==> config.mk <==
export PLATFORM = sky130hd
export DESIGN_NAME = uart_receiver
export DESIGN_NICKNAME = d
export VERILOG_FILES = /design/src/rtl/uart_receiver.sv
export SDC_FILE = /design/constraint.sdc
export NUM_CORES = 1
export LEC_CHECK = 0
export ABC_AREA = 1
export ABC_CLOCK_PERIOD_IN_PS = 4100
export CAP_MARGIN = 20
export CORE_MARGIN = 2
export CORE_UTILIZATION = 55
export DETAILED_ROUTE_END_ITERATION = 7
export PLACE_DENSITY = 0.71
export SLEW_MARGIN = 20
export SYNTH_ARGS = -nofsm -noshare
export SYNTH_HDL_FRONTEND = slang
export SYNTH_SLANG_ARGS = --single-unit
==> constraint.sdc <==
create_clock -name clk -period 4.1 [get_ports clk]
set_input_delay 0.82 -clock clk [delete_from_list [all_inputs] [get_ports clk]]
set_output_delay 0.82 -clock clk [all_outputs]
set_load 0.03 [all_outputs]
==> src/rtl/uart_receiver.sv <==
// UART 8N1 receiver: two-flop input synchronizer, mid-bit sampling, one-cycle strobes.
// Define RX_PARITY_EN to switch the frame to 8E1 with an even-parity check.
module uart_receiver #(
    parameter int unsigned CLKS_PER_BIT = 10416
) (
    input  logic       clk,
    input  logic       rst,
    input  logic       RxD,
    output logic       RX_DV,
    output logic [7:0] RXByte,
    output logic       RX_Active,
    output logic       FrameErr,
    output logic       ParityErr
);

    localparam int unsigned HALF_BIT = (CLKS_PER_BIT - 1) / 2;
    localparam int unsigned CntW     = $clog2(CLKS_PER_BIT);
    localparam logic [CntW-1:0] HalfCnt = CntW'(HALF_BIT);
    localparam logic [CntW-1:0] LastCnt = CntW'(CLKS_PER_BIT - 1);

`ifdef RX_PARITY_EN
    typedef enum logic [2:0] {
        StIdle,
        StStart,
        StData,
        StParity,
        StStop,
        StCleanup
    } state_e;
`else
    typedef enum logic [2:0] {
        StIdle,
        StStart,
        StData,
        StStop,
        StCleanup
    } state_e;
`endif

    state_e          r_state;
    logic [CntW-1:0] r_cnt;
    logic [2:0]      r_idx;
    logic [7:0]      r_shreg;
    logic [7:0]      r_rx_byte;
    logic            r_rx_dv;
    logic            r_active;
    logic            r_frame_err;
    logic            r_rx_meta;
    logic            r_rx_s;
`ifdef RX_PARITY_EN
    logic            r_par_bad;
    logic            r_parity_err;
`endif

    // Synchronizer flops reset high so a reset never looks like a start bit.
    always_ff @(posedge clk or posedge rst) begin
        if (rst) begin
            r_rx_meta <= 1'b1;
            r_rx_s    <= 1'b1;
        end else begin
            r_rx_meta <= RxD;
            r_rx_s    <= r_rx_meta;
        end
    end

    always_ff @(posedge clk or posedge rst) begin
        if (rst) begin
            r_state     <= StIdle;
            r_cnt       <= '0;
            r_idx       <= '0;
            r_shreg     <= '0;
            r_rx_byte   <= '0;
            r_rx_dv     <= 1'b0;
            r_active    <= 1'b0;
            r_frame_err <= 1'b0;
`ifdef RX_PARITY_EN
            r_par_bad    <= 1'b0;
            r_parity_err <= 1'b0;
`endif
        end else begin
            r_rx_dv     <= 1'b0;
            r_frame_err <= 1'b0;
`ifdef RX_PARITY_EN
            r_parity_err <= 1'b0;
`endif
            case (r_state)
                StIdle: begin
                    r_cnt <= '0;
                    r_idx <= '0;
                    if (!r_rx_s) begin
                        r_state  <= StStart;
                        r_active <= 1'b1;
                    end
                end

                StStart: begin
                    if (r_cnt != HalfCnt) begin
                        r_cnt <= r_cnt + CntW'(1);
                    end else begin
                        r_cnt <= '0;
                        if (!r_rx_s) begin
                            r_state <= StData;
                            r_idx   <= '0;
                        end else begin
                            r_state  <= StIdle;
                            r_active <= 1'b0;
                        end
                    end
                end

                StData: begin
                    if (r_cnt != LastCnt) begin
                        r_cnt <= r_cnt + CntW'(1);
                    end else begin
                        r_cnt          <= '0;
                        r_shreg[r_idx] <= r_rx_s;
                        if (r_idx != 3'd7) begin
                            r_idx <= r_idx + 3'd1;
                        end else begin
                            r_idx <= '0;
`ifdef RX_PARITY_EN
                            r_state <= StParity;
`else
                            r_state <= StStop;
`endif
                        end
                    end
                end

`ifdef RX_PARITY_EN
                StParity: begin
                    if (r_cnt != LastCnt) begin
                        r_cnt <= r_cnt + CntW'(1);
                    end else begin
                        r_cnt     <= '0;
                        r_par_bad <= (r_rx_s != ^r_shreg);
                        r_state   <= StStop;
                    end
                end
`endif

                StStop: begin
                    if (r_cnt != LastCnt) begin
                        r_cnt <= r_cnt + CntW'(1);
                    end else begin
                        r_cnt    <= '0;
                        r_state  <= StCleanup;
                        r_active <= 1'b0;
                        // Framing error wins over parity; the byte is only updated on a clean frame.
                        if (!r_rx_s) begin
                            r_frame_err <= 1'b1;
`ifdef RX_PARITY_EN
                        end else if (r_par_bad) begin
                            r_parity_err <= 1'b1;
`endif
                        end else begin
                            r_rx_byte <= r_shreg;
                            r_rx_dv   <= 1'b1;
                        end
                    end
                end

                StCleanup: begin
                    r_cnt <= '0;
                    // Waiting for a high line keeps a break from re-triggering a start.
                    if (r_rx_s) begin
                        r_state <= StIdle;
                    end
                end

                default: begin
                    r_state  <= StIdle;
                    r_cnt    <= '0;
                    r_active <= 1'b0;
                end
            endcase
        end
    end

    assign RX_DV     = r_rx_dv;
    assign RXByte    = r_rx_byte;
    assign RX_Active = r_active;
    assign FrameErr  = r_frame_err;
`ifdef RX_PARITY_EN
    assign ParityErr = r_parity_err;
`else
    assign ParityErr = 1'b0;
`endif

endmodule

==> impl_metrics.toml <==
[synth]
synthCells = 262
syn_area_per_cell_um2 = 8.03
synth_edf_count = 0
synth_top_family_by_area = "simple AND/OR/NAND/NOR gates"
synth_cell_type_count = 25
synth-seq-area-share_pct = 48.9
synth_most_common_cell = "nand2_1"
yosys.area_share.simple_pct = 36.1
async_flop_share_pct = 100
synthFlopType = "dfrtp_1"
yosysTopAreaCell = "dfrtp_1"
synth-compound-area-share_pct = 2.38
synth.area.mux_share_pct = 0
ys_ff_latch = 41
synth_nets = 268
synthTopCellsByCount = "nand2_1, dfrtp_1, nor2_1"
synth_xor_area_share_pct = 3.75
synth_top_area_share_pct = 46.4
yosys-top-cells-area = "dfrtp_1, nand2_1, nor2_1, inv_1, nand3_1"
synthAdderAreaFrac_pct = 1.78
syn-cell-area_um2 = 2100
yosys_warnings = 0

[floorplan]
ios = 15
placeableCoreArea_um2 = 3660
start_util_pct = 57.5
die_area_um2 = 4340
fp.dieH_um = 65.9
die_w_um = 65.9
row_count = 22

[cells_and_area]
n_antenna_cell = 0
final_cells = 327
drive_above_1_share_pct = 10.4
nets = 284
syn_to_final_growth_pct = 13.2

[timing]
slew_headroom_pct = 45.0
grt_setup_unrepaired = "false"
worst_slew_pin_slew_ps = 825
slew_viol_final = 0
post-route-period-util_pct = 52.3
max_freq_mhz = 467
hold_viol = 0
setup_viol = 0
fin_tns_setup_ps = 0
finClkSkew_ps = 8.44
finalWorstPathRequiredPeriod_ps = 2140

[setup_path]
path_class = "register to output pin"
end_kind = "output pin"
required_ps = 3280
crit_path_max_fanout = 2
crit_family = "buffers and inverters"
critPathBufInv = 1
cp_slowest_stage_delay_ps = 670
critPathLaunchType = "register"
cp_cell_sequence = "clkdlybuf4s50_1"
critical_path_arrival_ps = 1320
crit_slowest_cell = "clkdlybuf4s50_1"

[routing]
routedWlPerCell_um = 11.7
first_pass_iters = 4
detail-route-antenna-nets = 0
wirelength_um = 3840
via_count = 1653
drt_iter0_drc = 123
viasPerCell = 5.06
drcViolationCount = 0

[place]
port_buffers = 13
globalplace.congestion = 0.932
hpwlAfterDp_um = 2740
place_inst = 319

[global_route]
antenna_found_initial = 0
grt_pass1_vias = 1551
grt_overflow_total = 0
grtUsageTotal_pct = 21.6
grt_pass1_wl_um = 7010
grt_start_max_net_pins = 23

[power]
irDropWorstVdd_mv = 0.200
power.density_nw_per_um2 = 318
p_leak_nw = 1.20

[run]
maxCapViolCount = 0

[hold_path]
holdCritPathClass = "register to register"

[cts]
holdBufCountCts = 0
cts_tree = "yes"
clk_pin_slew_ps = 80
htreeDepth = 2
clk_latency_ps = 300
cts_sinks = 41
numCtsBuffers = 5
cts_setup_buffers = 0
cts.repair.resized = 0
root_buffer = "clkbuf_8"
clock_path_buffers = 2

[run_status]
status = "complete, no violations"
area by class of cell:
cell class	instances	area (um2)
clock inverter	2	37.5
fill	324	1280
tap	48	60.1
clock buffer	6	82.6
sequential	41	1030
timing repair buffer	14	138
multi-input combinational	188	931
inverter	28	105
cell usage in the layout, fill, tap and decap left out, types with 3 or more instances in the layout:
cell type / Yosys / routed
clkbuf_8: 0 / 6
clkdlybuf4s50_1: 0 / 13
dfrtp_1: 39 / 39
ha_1: 3 / 3
inv_1: 23 / 23
inv_2: 3 / 3
nand2_1: 84 / 84
nand2_2: 3 / 3
nand3_1: 16 / 16
nand3_2: 5 / 5
nand4_1: 8 / 8
nor2_1: 33 / 33
nor2_4: 3 / 3
nor3_1: 9 / 9
o21ai_0: 4 / 4
o21ai_1: 4 / 4
xor2_1: 9 / 9
flip-flops by register name, indices dropped and copies added, names as in the netlist:
name	flops
FrameErr	1
RXByte	8
RX_Active	1
RX_DV	1
r_cnt	14
r_idx	3
r_rx_meta	1
r_rx_s	1
r_shreg	8
r_state	3
logic make-up after synthesis:
family | after synthesis
AO/OA/AOI/OAI | 10
other | 1
adder cells (fa/ha/maj) | 3
flip-flops | 41
AND/OR/NAND/NOR | 165
buffers and inverters | 33
XOR/XNOR | 9
metal layers:
metal | wire (um) | track usage [%] | up-vias
met5 | 0 | 0 | -
met4 | 84 | 9.64 | 0
met3 | 121 | 5.11 | 5
met2 | 1640 | 30.8 | 19
met1 | 1990 | 31.4 | 777
li1 | - | - | 852
power breakdown:
group           total, W  internal (W)  switching, W
logic          0.0000131    0.00000280     0.0000103
registers       0.000408      0.000406    0.00000235
clock network   0.000337      0.000198      0.000139
total           0.000758      0.000607      0.000152
final timing paths:
path,slack [ps],cells after the start,endpoint,startpoint
worst max register to register,2460,8,r_cnt[12]$_DFF_PP0_,r_cnt[0]$_DFF_PP0_
worst min register to register,360,0,r_rx_s$_DFF_PP1_,r_rx_meta$_DFF_PP1_
min in group asynchronous,980,2,RXByte[3]$_DFFE_PP0P_,rst
worst min-delay path,360,0,r_rx_s$_DFF_PP1_,r_rx_meta$_DFF_PP1_
max in group asynchronous,2350,3,RXByte[6]$_DFFE_PP0P_,rst
worst max-delay path,1960,1,RXByte[7],RXByte[7]$_DFFE_PP0P_
per-stage QoR:
step                cell area (um2)  hold slack [ps]  total power, W  utilization (%)  setup WS (ps)
floorplan                      2100              345        0.000425                -           2340
global placement               2260              347        0.000430             61.8           1950
detailed placement             2260              349        0.000430             61.8           1940
CTS                            2380              360        0.000771             65.1           1940
global route                   2380              370        0.000785             65.1           1900
finish                         2380              359        0.000758             65.1           1960
No activity file was read; power rests on OpenSTA's default activity.
